===== src/rtl/mem_port_arbiter.sv =====
// Purpose : shares one single-port fixed-latency memory between fetch (if_*) and data (dm_*) requesters.
// Latency : grant edge k, mem_en high for cycle k..k+1, rdata captured and ack pulsed at edge k+LATENCY.
// Backpr. : requesters hold req until their one-cycle ack; stall_if/stall_dm = req & ~ack. Optional stats: ARB_STATS_EN.
module mem_port_arbiter #(
    parameter int WIDTH         = 32,
    parameter int ADDR_W        = 8,
    parameter int LATENCY       = 2,
    parameter int MAX_DM_STREAK = 4
) (
    input  logic              clk,
    input  logic              rst,
    input  logic              if_req,
    input  logic [ADDR_W-1:0] if_addr,
    output logic              if_ack,
    output logic [WIDTH-1:0]  if_rdata,
    input  logic              dm_req,
    input  logic              dm_we,
    input  logic [ADDR_W-1:0] dm_addr,
    input  logic [WIDTH-1:0]  dm_wdata,
    output logic              dm_ack,
    output logic [WIDTH-1:0]  dm_rdata,
    output logic              mem_en,
    output logic              mem_we,
    output logic [ADDR_W-1:0] mem_addr,
    output logic [WIDTH-1:0]  mem_wdata,
    input  logic [WIDTH-1:0]  mem_rdata,
    output logic              stall_if,
    output logic              stall_dm,
`ifdef ARB_STATS_EN
    output logic [15:0]       stat_if_cnt,
    output logic [15:0]       stat_dm_cnt,
`endif
    output logic              busy
);

    localparam logic [2:0] LAT_CNT    = 3'(LATENCY);
    localparam logic [3:0] STREAK_MAX = 4'(MAX_DM_STREAK);

    typedef enum logic {
        IDLE = 1'b0,
        WAIT = 1'b1
    } state_t;

    state_t            state, state_d;
    logic [2:0]        cnt, cnt_d;
    logic [3:0]        streak, streak_d;
    logic              owner_dm, owner_dm_d;
    logic              owner_we, owner_we_d;
    logic              mem_en_d, mem_we_d;
    logic [ADDR_W-1:0] mem_addr_d;
    logic [WIDTH-1:0]  mem_wdata_d;
    logic              if_ack_d, dm_ack_d;
    logic [WIDTH-1:0]  if_rdata_d, dm_rdata_d;
    logic              grant_if, grant_dm;

    // Next-state, arbitration and registered-output values.
    // A request seen during its own ack cycle is already the requester's next
    // access; the FSM is back in IDLE then, so it is granted at the following edge.
    always_comb begin
        state_d     = state;
        cnt_d       = cnt;
        streak_d    = streak;
        owner_dm_d  = owner_dm;
        owner_we_d  = owner_we;
        mem_en_d    = 1'b0;
        mem_we_d    = 1'b0;
        mem_addr_d  = mem_addr;
        mem_wdata_d = mem_wdata;
        if_ack_d    = 1'b0;
        dm_ack_d    = 1'b0;
        if_rdata_d  = if_rdata;
        dm_rdata_d  = dm_rdata;
        grant_if    = 1'b0;
        grant_dm    = 1'b0;

        case (state)
            IDLE: begin
                // dm normally wins a tie; a saturated streak hands the slot to fetch.
                if (if_req && (!dm_req || streak == STREAK_MAX)) begin
                    grant_if = 1'b1;
                end else if (dm_req) begin
                    grant_dm = 1'b1;
                end

                if (grant_if) begin
                    owner_dm_d  = 1'b0;
                    owner_we_d  = 1'b0;
                    mem_en_d    = 1'b1;
                    mem_we_d    = 1'b0;
                    mem_addr_d  = if_addr;
                    mem_wdata_d = '0;
                    streak_d    = 4'd0;
                    cnt_d       = LAT_CNT;
                    state_d     = WAIT;
                end else if (grant_dm) begin
                    owner_dm_d  = 1'b1;
                    owner_we_d  = dm_we;
                    mem_en_d    = 1'b1;
                    mem_we_d    = dm_we;
                    mem_addr_d  = dm_addr;
                    mem_wdata_d = dm_wdata;
                    // Only a contested dm grant lengthens the streak.
                    if (if_req) begin
                        streak_d = (streak == STREAK_MAX) ? streak : streak + 4'd1;
                    end else begin
                        streak_d = 4'd0;
                    end
                    cnt_d   = LAT_CNT;
                    state_d = WAIT;
                end
            end

            WAIT: begin
                cnt_d = cnt - 3'd1;
                // cnt == 1 marks edge k+LATENCY: memory data is valid now.
                if (cnt == 3'd1) begin
                    state_d = IDLE;
                    if (owner_dm) begin
                        dm_ack_d = 1'b1;
                        if (!owner_we) begin
                            dm_rdata_d = mem_rdata;
                        end
                    end else begin
                        if_ack_d   = 1'b1;
                        if_rdata_d = mem_rdata;
                    end
                end
            end

            default: begin
                state_d = IDLE;
            end
        endcase
    end

    // State and output registers; reset aborts any access in flight.
    always_ff @(posedge clk or posedge rst) begin
        if (rst) begin
            state     <= IDLE;
            cnt       <= 3'd0;
            streak    <= 4'd0;
            owner_dm  <= 1'b0;
            owner_we  <= 1'b0;
            mem_en    <= 1'b0;
            mem_we    <= 1'b0;
            mem_addr  <= '0;
            mem_wdata <= '0;
            if_ack    <= 1'b0;
            dm_ack    <= 1'b0;
            if_rdata  <= '0;
            dm_rdata  <= '0;
        end else begin
            state     <= state_d;
            cnt       <= cnt_d;
            streak    <= streak_d;
            owner_dm  <= owner_dm_d;
            owner_we  <= owner_we_d;
            mem_en    <= mem_en_d;
            mem_we    <= mem_we_d;
            mem_addr  <= mem_addr_d;
            mem_wdata <= mem_wdata_d;
            if_ack    <= if_ack_d;
            dm_ack    <= dm_ack_d;
            if_rdata  <= if_rdata_d;
            dm_rdata  <= dm_rdata_d;
        end
    end

    assign stall_if = if_req & ~if_ack;
    assign stall_dm = dm_req & ~dm_ack;
    assign busy     = (state != IDLE);

`ifdef ARB_STATS_EN
    // Saturating grant counters per requester.
    always_ff @(posedge clk or posedge rst) begin
        if (rst) begin
            stat_if_cnt <= 16'd0;
            stat_dm_cnt <= 16'd0;
        end else begin
            if (grant_if && stat_if_cnt != 16'hFFFF) begin
                stat_if_cnt <= stat_if_cnt + 16'd1;
            end
            if (grant_dm && stat_dm_cnt != 16'hFFFF) begin
                stat_dm_cnt <= stat_dm_cnt + 16'd1;
            end
        end
    end
`endif

endmodule


===== config.mk =====
export PLATFORM = sky130hd
export DESIGN_NAME = mem_port_arbiter
export DESIGN_NICKNAME = d
export VERILOG_FILES = /design/src/rtl/mem_port_arbiter.sv
export SDC_FILE = /design/constraint.sdc
export NUM_CORES = 1
export LEC_CHECK = 0
export BUFFER_PORTS_ARGS = -buffer_cell sky130_fd_sc_hd__buf_2
export CORE_UTILIZATION = 48
export CTS_CLUSTER_DIAMETER = 60
export CTS_CLUSTER_SIZE = 28
export DETAILED_ROUTE_END_ITERATION = 16
export GPL_TIMING_DRIVEN = 0
export HOLD_SLACK_MARGIN = 0.08
export PLACE_DENSITY = 0.85
export SYNTH_ARGS = -nofsm -noshare
export SYNTH_HDL_FRONTEND = slang
export SYNTH_SLANG_ARGS = --single-unit

===== constraint.sdc =====
create_clock -name clk -period 3.9 [get_ports clk]
set_input_delay 0.39 -clock clk [delete_from_list [all_inputs] [get_ports clk]]
set_output_delay 0.39 -clock clk [all_outputs]
set_load 0.02 [all_outputs]

* Word level (Yosys, flattened, before mapping)
Index checks and enable logic that the tools add are counted.
Word-level totals: output and inout port bits 111, flip-flop bits (word level) 118, input bits 85
Operators by class: bitwise logic cells 7, multiplexer cells 34, equality and inequality tests 4, add/sub/neg operators 2, reductions and logical operators 8
Operator list (number):
- two-way mux 32 bit | 2
- two-way mux 1 bit | 22
- two-way mux 4 bit | 4
- two-way mux 8 bit | 2
- two-way mux 3 bit | 2
- one-hot mux 3 bit (2 select lines) | 1
- AND reduction 3 bit | 2
- NOT 1 bit | 5
- adder 4 x 1 -> 4 bit (second input constant) | 1
- == test 4 x 3 -> 1 bit (second input constant) | 1
- AND reduction 4 bit | 1
- == test 3 x 1 -> 1 bit (second input constant) | 1
- != test 3 x 2 -> 1 bit (second input constant) | 1
- != test 3 bit (second input constant) | 1
- subtractor 3 x 1 -> 3 bit (second input constant) | 1
- AND 1 bit | 2
- one-hot mux 1 bit (2 select lines) | 1
- AND reduction 2 bit | 1
- nonzero test 2 bit | 1
- logical AND 1 bit | 1
- logical NOT 1 bit | 1
- logical OR 1 bit | 1

* Depth between registers and ports, before layout
Gate-level depths: netlist (run 1).
depth after elaboration 8, depth in mapped cells 7, gate-level depth less buffers 5

* Least setup slack after synthesis (run 1)
Ideal clock, no wire load.
kind flip-flop to flip-flop, start register state, in the netlist busy, end register dm_rdata[0], stages on the path, launching flop included 7, slack 2.260 ns, library setup time 0.125 ns, path buffers 3, arrival 1.515 ns, path through dfrtp_1 buf_6 and4b_4 nor2b_4 buf_6 buf_12 mux2_4
Between the ends: longest elaborated chain between the ends 1
Ends and longest elaborated chain:
- start, declared | RTL line 44 | state_t state, state_d;
- start signal, assigned | RTL line 153 | state <= state_d;
- AND reduction 4 bit (no line)
- end signal, assigned | RTL line 165 | dm_rdata <= dm_rdata_d;
- end, declared | RTL line 21 | output logic [WIDTH-1:0] dm_rdata,
Every way passes these cells. A chain may end at the register's enable or synchronous reset.

* Final worst setup path (run 1)
start register cnt[1], end register if_rdata[15]
Between the ends: longest elaborated chain between the ends 2
Ends and longest elaborated chain:
- start, declared | RTL line 45 | logic [2:0] cnt, cnt_d;
- start signal, assigned | RTL line 154 | cnt <= cnt_d;
- == test 3 x 1 -> 1 bit | RTL line 116 | if (cnt == 3'd1) begin
- AND reduction 3 bit (no line)
- end signal, assigned | RTL line 164 | if_rdata <= if_rdata_d;
- end, declared | RTL line 15 | output logic [WIDTH-1:0] if_rdata,
Every way passes these cells.

==> impl_metrics.tcl, run 1 <==
set metrics [dict create \
    async_reset_ff_frac 1.00 \
    rsz0062_at_grt "no" \
    final_cell_mix "buf_2, dfrtp_1, mux2_2" \
    synth_ff_type "dfrtp_1" \
    slew_violations 0 \
    drt_iter0_drc 77 \
    design_area_um2 6600 \
    cap_violations 0 \
    clockBufferDepth 2 \
    p_leak_nw 3.37 \
    syn_inst 314 \
    yosysSeqAreaShare 0.621 \
    critPathKind "reg2reg" \
    setup-violations-final 0 \
    max_slew_margin 0.462 \
    die_h_um 102 \
    antenna_found_initial 0 \
    vias 3428 \
    ios 196 \
    end_kind "flop" \
    cts_max_level 4 \
    layout_min_cycle_time_ns 1.83 \
    worst_slew_pin_slew_ns 0.807 \
    hpwl_um 8160 \
    wl_per_cell_um 17.4 \
    synth_seq_cells 118 \
    routabilityCongestion 0.786 \
    critical-path-max-stage-delay_ns 0.38 \
    rows 35 \
    worstPathArrival_ns 2.21 \
    ir_drop_uv 457 \
    synthTopCellsByArea "dfrtp_1, mux2_4, mux2_2" \
    hold_class "in2reg" \
    syn_nets 403 \
    grt_pass1_vias 3586 \
    hold_ws_ns 0.109 \
    period_share 0.470 \
    cts_tree "yes" \
    avgSynthCellArea_um2 15.2 \
    num_antenna_cells 0 \
    nNetsFinal 620 \
    synth.largest_area_cell "dfrtp_1" \
    crit_family "buffers and inverters" \
    area_delta_synth_final_pct 38.7 \
    path_max_fanout 10 \
    die_area_um2 10300 \
    clk_latency_ns 0.49 \
    core_um2 9420 \
    grt_pass1_wl_um 18200 \
    max_freq_ghz 0.545 \
    hold_violations 0 \
    status "completed" \
    grt_max_degree 66 \
    cp_cell_sequence "inv_1, ha_1, nor4bb_1, buf_2, buf_4, mux2_2" \
    die_w_um 102 \
    root_buffer "clkbuf_8" \
    layout_setup_ws_ns 2.07 \
    cts.sinks 118 \
    slowest_stage "dfrtp_1" \
    synth_top_area_share 0.621 \
    route.detailed.drc 0 \
    wl_um 11700 \
    numCtsBuffers 17 \
    crit_buf_inv 3 \
    grt-ovfl-total 0 \
    layout-drive-gt1-share 0.582 \
    drt_pass1_iterations 4 \
    netlist_area_um2 4760 \
    power_density_nw_per_um2 965 \
    synth_cell_types 37 \
    synth-edff-count 0 \
    worst_setup_path_start_kind "flop" \
    grt_usage 0.234 \
    postPlaceCellArea_um2 5920 \
    fin_worst_skew_ns 0.00878 \
    dp_slack_ns 2.07 \
    cts_resized 0 \
    ant_nets 0 \
    viasPerCell 5.10 \
    start_util 0.505 \
    io_buffers 194 \
    mostFrequentLayoutCell "buf_2" \
    yosys_warnings 0 \
    path_clk_slew_ns 0.06 \
    postCtsSetupRepairBufs 0 \
    required_ns 4.27 \
]
==> worst register-to-register path, delay by kind of cell, from the launching register on <==
family / cells / cell delay (ns)
buf+inv: 3 / 0.54
flops: 1 / 0.38
mux: 1 / 0.36
simple gates: 1 / 0.26
fa+ha+maj: 1 / 0.18
==> final cells by class <==
cell class	instances	area (um^2)
fillers	650	2820
well taps	129	161
multi-input cells	166	1580
inverters	8	32.5
clock inverters	13	221
repair buffers	198	1030
plain buffers	22	191
flip-flops and latches	118	2950
clock buffers	18	428
==> worst paths after layout <==
path / from / cells after the start / slack (ns) / endpoint
setup reg to reg: cnt[1] / 6 / 2.07 / if_rdata[15]
min in group asynchronous: rst / 3 / 0.62 / dm_rdata[27]
max in group asynchronous: rst / 4 / 2.56 / mem_wdata[29]
setup / recovery: cnt[1] / 6 / 2.07 / if_rdata[15]
hold reg to reg: mem_wdata[3] / 1 / 0.50 / mem_wdata[3]
hold / removal: dm_wdata[26] / 2 / 0.11 / mem_wdata[26]
==> per-layer routing <==
| metal | up-vias | routed length [um] | GRT usage | part of all wire |
|---|---|---|---|---|
| met5 | - | 0 | 0 | 0 |
| met4 | 0 | 161 | 0.0847 | 0.014 |
| met3 | 15 | 828 | 0.0732 | 0.071 |
| met2 | 163 | 5820 | 0.402 | 0.50 |
| met1 | 1685 | 4880 | 0.276 | 0.42 |
| li1 | 1565 | - | - | - |
==> per-stage QoR <==
step	setup TNS, ns	total power, W	std cells	utilization
after CTS	0	0.00641	672	0.701
after global routing	0	0.00671	672	0.701
after global placement	-82.25	0.00456	637	0.626
after detailed placement	0	0.00468	638	0.629
after floorplan	0	0.00381	314	-
final	0	0.00637	672	0.701
==> cell usage after synthesis (2+ instances only) <==
cell type	n
dfrtp_1	118
mux2_2	35
a22o_1	32
mux2_4	30
nand2_1	19
buf_2	9
nand4_1	8
o211ai_1	8
inv_1	7
buf_6	5
ha_1	4
a31oi_1	3
buf_12	3
buf_4	3
nand3_1	3
o21ai_0	3
and2_1	2
clkbuf_1	2
nor2b_1	2
==> power by group <==
group,switching [W],total (W),internal [W]
clock,0.000558,0.00169,0.00113
sequential,0.000336,0.00213,0.00179
combinational,0.00142,0.00255,0.00114
==> kinds of logic after synthesis <==
logic type                 Yosys count  share of synthesized area
DFF                                118                      0.621
AOI/OAI and AO/OA                   51                     0.0862
adders and majority gates            4                     0.0105
buffers and inverters               30                     0.0465
and+or+nand+nor                     45                     0.0568
xor gates and xnor gates             1                    0.00184
muxes                               65                      0.177
==> sequential cells by signal, summed over array words and instances, names as in the netlist <==
signal,flops
busy,1
cnt,3
dm_ack,1
dm_rdata,32
if_ack,1
if_rdata,32
mem_addr,8
mem_en,1
mem_wdata,32
mem_we,1
owner_dm,1
owner_we,1
streak,4
==> repair_timing <==
action                                  CTS  global route
endpoints found under the hold margin    18             0
endpoints found under the setup margin    0             0
hold buffers                              3             0
Power figures use the tool's default switching activity.
==> run 2, diff against run 1 <==
- ABC_AREA: default -> 1
- PLACE_DENSITY: 0.85 -> 0.84
- clock period: 3.9 -> 1.8 ns (I/O delays scaled with it)
==> impl_metrics.tcl, run 2 <==
set metrics [dict create \
    status "completed" \
    hold_class "in2reg" \
    area_delta_synth_final_pct 52.2 \
    slew_violations 0 \
    antenna_found_initial 0 \
    drt_iter0_drc 209 \
    p_int_w 0.00792 \
    power_density_nw_per_um2 1830 \
    start_util 0.499 \
    vias 4933 \
    p_switching_w 0.00574 \
    power_frac_seq 0.344 \
    max_slew_margin 0.451 \
    synth_common_cells "nand2_1, dfrtp_1, inv_1, nand3_1, o21ai_2" \
    clkPwrFrac 0.226 \
    die_w_um 103 \
    root_buffer "clkbuf_8" \
    yosys.cell_count.top_type "nand2_1" \
    grt_pass1_vias 5054 \
    syn_inst 512 \
    num_antenna_cells 0 \
    worstSetupStartpoint "streak[0]" \
    avgSynthCellArea_um2 9.58 \
    hold_violations 0 \
    ir_drop_uv 1020 \
    postCtsSetupRepairBufs 0 \
    mostFrequentLayoutCell "buf_2" \
    final_util 0.760 \
    grt_usage 0.307 \
    core_um2 9820 \
    grt-ovfl-total 0 \
    ant_nets 0 \
    synth_cell_types 24 \
    grt_pass1_wl_um 24200 \
    hpwl_um 8940 \
    io_buffers 195 \
    async_reset_ff_frac 1.00 \
    grt_max_degree 45 \
    setup-violations-final 0 \
    yosysSeqAreaShare 0.602 \
    swShare 0.420 \
    synth_seq_cells 118 \
    r2r-end "mem_addr[6]" \
    fin_worst_skew_ns 0.00658 \
    required_ns 2.19 \
    cts_max_level 4 \
    critPathKind "reg2reg" \
    synthTopCellsByArea "dfrtp_1, nand2_1, o21ai_2" \
    rows 36 \
    layout_setup_ws_ns 0.127 \
    wl_um 16000 \
    crit_end "mem_addr[6]" \
    clk_latency_ns 0.51 \
    p_comb_frac 0.430 \
    dpl.cell_count 842 \
    numCtsBuffers 17 \
    worstPathArrival_ns 2.07 \
    cts.sinks 118 \
    path_clk_slew_ns 0.05 \
    ios 196 \
    final_cell_mix "buf_2, nand2_1, dfrtp_1" \
    die_h_um 103 \
    worst_setup_path_start_kind "flop" \
    wl_per_cell_um 16.8 \
    cts_tree "yes" \
    fin_cells 954 \
    reg2reg_slack_ns 0.13 \
    path_max_fanout 10 \
    route.detailed.drc 0 \
    cap_violations 0 \
    synth_ff_type "dfrtp_1" \
    netlist_area_um2 4900 \
    largestRegisters "dm_rdata x32, if_rdata x32, mem_wdata x32" \
    layout_min_cycle_time_ns 1.67 \
    viasPerCell 5.17 \
    nNetsFinal 900 \
    syn_nets 601 \
    end_kind "flop" \
    synth.largest_area_cell "dfrtp_1" \
    routabilityCongestion 0.784 \
    max_freq_ghz 0.598 \
    rsz0062_at_grt "no" \
    period_share 0.929 \
    clockBufferDepth 2 \
    dp_slack_ns 0.0659 \
    yosys_warnings 0 \
    die_area_um2 10600 \
    ff2ff_path_depth 9 \
    synth_top_area_share 0.602 \
    layout-drive-gt1-share 0.363 \
    hold_ws_ns 0.131 \
    worstReg2RegStart "streak[0]" \
    p_leak_nw 4.11 \
    worst_slew_pin_slew_ns 0.822 \
    drt_pass1_iterations 5 \
    synth-edff-count 0 \
]
## run 2: cell families (layout without fill, tap and decap cells)
group           after synthesis  in the layout  synth area share
compound gates               74             74             0.103
xor+xnor                      2              2           0.00357
fa+ha+maj                     4              4            0.0102
buf+inv                      89            398            0.0842
flops                       118            118             0.602
simple gates                225            225             0.197
## run 2: worst min path at each step
stage / from / endpoint / slack (ns) / cells past startpoint
final: if_req / cnt[0] / 0.13 / 4
after global routing: if_req / cnt[0] / 0.15 / 4
after CTS: if_req / cnt[0] / 0.11 / 4
after detailed placement: rst / if_ack / 0.37 / 2
after global placement: dm_wdata[24] / mem_wdata[24] / 0.41 / 3
after floorplan: dm_we / mem_we / 0.31 / 2
## run 2: final cells by class
| type | instances | area [um^2] |
|---|---|---|
| multi-input cells | 305 | 1540 |
| plain buffers | 27 | 183 |
| repair buffers | 280 | 1850 |
| well taps | 133 | 166 |
| flip-flops and latches | 118 | 2950 |
| inverters | 62 | 236 |
| fillers | 576 | 2350 |
| clock buffers | 25 | 494 |
| clock inverters | 4 | 45.0 |
## run 2: metrics by stage
stage / cell area, um^2 / power (W) / setup TNS (ns)
6_report: 7470 / 0.0137 / 0
5_1_grt: 7470 / 0.0145 / 0
4_1_cts: 7460 / 0.0134 / 0
3_5_place_dp: 6090 / 0.0102 / 0
3_3_place_gp: 6050 / 0.00992 / -53.69
2_1_floorplan: 4910 / 0.00820 / 0
## run 2: timing repair
action / in CTS / in global routing
hold endpoints to repair: 140 / 0
endpoints found under the setup margin: 0 / 29
hold buffers: 83 / 0
resized for setup: 0 / 3
## run 2: layer usage
| layer | vias up | wire length (um) | GRT usage | share of wire |
|---|---|---|---|---|
| li1 | 2218 | - | - | - |
| met1 | 2335 | 6150 | 0.343 | 0.38 |
| met2 | 328 | 7960 | 0.521 | 0.50 |
| met3 | 52 | 1460 | 0.102 | 0.091 |
| met4 | 0 | 452 | 0.161 | 0.028 |
| met5 | - | 0 | 0 | 0 |
## run 2: critical path: stages, from the launching register on
cell and delay, ns:
dfrtp_2 0.39, inv_1 0.06, ha_1 0.19, nand3_1 0.12, nand2_2 0.16, nand2_2 0.17, clkbuf_4 0.24, nand2_1 0.10
nand3_1 0.08, nand2_1 0.06
## run 2: power by group through the flow
stage / combinational (W) / clock [W] / sequential, W
5_1_grt: 0.00638 / 0.00326 / 0.00482
3_3_place_gp: 0.00534 / 0 / 0.00457
6_report: 0.00587 / 0.00309 / 0.00470
4_1_cts: 0.00571 / 0.00311 / 0.00462
2_1_floorplan: 0.00215 / 0 / 0.00604
3_5_place_dp: 0.00555 / 0 / 0.00463
==> run 3, diff against run 2 <==
- ABC_AREA: 1 -> 0
- CAP_MARGIN: default -> 0
- PLACE_DENSITY: 0.84 -> default
- PLACE_DENSITY_LB_ADDON: default -> 0.15
==> impl_metrics.tcl, run 3 (synthesized netlist as in run 1, its figures left out) <==
set metrics [dict create \
    status "completed" \
    largestRegisters "dm_rdata x32, if_rdata x32, mem_wdata x32" \
    layout_min_cycle_time_ns 1.72 \
    path_clk_slew_ns 0.06 \
    rows 35 \
    critical-path-max-stage-delay_ns 0.38 \
    clockBufferDepth 2 \
    grt_max_degree 45 \
    nNetsFinal 710 \
    required_ns 2.18 \
    root_buffer "clkbuf_8" \
    cts_max_level 4 \
    power_density_nw_per_um2 1820 \
    ir_drop_uv 874 \
    nFillCells 554 \
    die_h_um 102 \
    mostFrequentLayoutCell "buf_2" \
    cp_cell_sequence "inv_2, ha_4, and4b_4, nor2b_4, buf_8, buf_12, mux2_4" \
    max_freq_ghz 0.583 \
    vias 3893 \
    route.detailed.drc 0 \
    p_leak_nw 3.73 \
    max_slew_margin 0.668 \
    worst_slew_pin_slew_ns 0.498 \
    drt_iter0_drc 105 \
    fin_worst_skew_ns 0.0115 \
    final_cell_mix "buf_2, dfrtp_1, dlygate4sd3_1" \
    dpl.cell_count 640 \
    core_um2 9420 \
    path_max_fanout 10 \
    antenna_found_initial 0 \
    end_kind "flop" \
    die_area_um2 10300 \
    setup-violations-final 0 \
    grt_pass1_vias 3956 \
    worstPathArrival_ns 2.10 \
    cts_tree "yes" \
    hold_class "in2async" \
    hold_ws_ns 0.185 \
    grt-ovfl-total 0 \
    grt_usage 0.259 \
    numCtsBuffers 17 \
    io_buffers 194 \
    hpwl_um 8070 \
    cts.sinks 118 \
    wl_per_cell_um 17.1 \
    hold_violations 0 \
    layout-drive-gt1-share 0.519 \
    ant_nets 0 \
    final_util 0.796 \
    viasPerCell 5.10 \
    wl_um 13100 \
    critPathKind "reg2reg" \
    slowest_stage "dfrtp_1" \
    drt_pass1_iterations 4 \
    ff2ff_path_depth 7 \
    slew_violations 0 \
    worst_setup_path_start_kind "flop" \
    ios 196 \
    clk_latency_ns 0.51 \
    reg2reg_slack_ns 0.08 \
    die_w_um 102 \
    area_delta_synth_final_pct 57.5 \
    cap_violations 0 \
    period_share 0.953 \
    rsz0062_at_grt "no" \
    worstReg2RegStart "cnt[1]" \
    fin_cells 763 \
    r2r-end "dm_rdata[28]" \
    crit_buf_inv 3 \
    crit_family "flip-flops" \
    start_util 0.505 \
    routabilityCongestion 0.725 \
    num_antenna_cells 0 \
    grt_pass1_wl_um 20100 \
]
[run 3: changes by cell type in the layout (fill, tap and decap cells not counted), moves of 32 or more]
cell,previous run,this run
nand2_1,150,19
mux2_2,0,35
nand3_1,53,3
o21ai_2,32,0
inv_1,58,5
a22o_1,0,32
[run 3: cell type report]
type                       count  area (um^2)  area share
inverter                       8         33.8     0.00451
timing repair buffer         288         1960       0.261
sequential                   118         2950       0.394
buffer                        22          216      0.0289
tap                          129          161      0.0215
multi-input combinational    166         1610       0.215
clock buffer                  17          414      0.0553
clock inverter                15          144      0.0192
[run 3: worst max path at each step]
stage,cells past startpoint,slack [ns],endpoint,from
floorplan,6,0.16,dm_rdata[0],busy
global placement,2,-0.55,mem_wdata[6],rst
detailed placement,6,-0.09,if_rdata[27],cnt[1]
CTS,6,-0.01,if_rdata[28],cnt[1]
global route,7,0.006,mem_wdata[7],streak[0]
finish,7,0.08,dm_rdata[28],cnt[1]
[run 3: timing repair]
action / 4_1_cts / 5_1_grt
hold buffers: 84 / 0
pin swaps: 0 / 1
cloned: 0 / 2
endpoints found under the hold margin: 153 / 0
setup buffers: 1 / 4
resized for setup: 3 / 9
endpoints found under the setup margin: 29 / 88
[run 3: worst min-delay path: cells and delay by family]
family	cells	cell delay, ns
buffers and inverters	3	0.88
[run 3: metrics by stage]
stage	setup TNS [ns]	instance area, um^2	worst slack (ns)	power (W)
2_1_floorplan	0	4760	0.160	0.00826
3_3_place_gp	-67.83	5890	-0.546	0.00991
3_5_place_dp	-2.35	5950	-0.0947	0.0101
4_1_cts	-0.0733	7370	-0.0106	0.0135
5_1_grt	0	7490	0.00644	0.0144
6_report	0	7490	0.0846	0.0137
[run 3: per-layer routing]
layer	wire length, um	global-route usage
met3	1070	0.0780
met1	5390	0.321
met4	164	0.0959
met2	6450	0.429
met5	0	0
[run 3: power breakdown]
group | internal, W | leakage [nW] | switching, W
Sequential | 0.00388 | 1.46 | 0.000719
Combinational | 0.00271 | 2.00 | 0.00317
Clock | 0.00186 | 0.268 | 0.00131
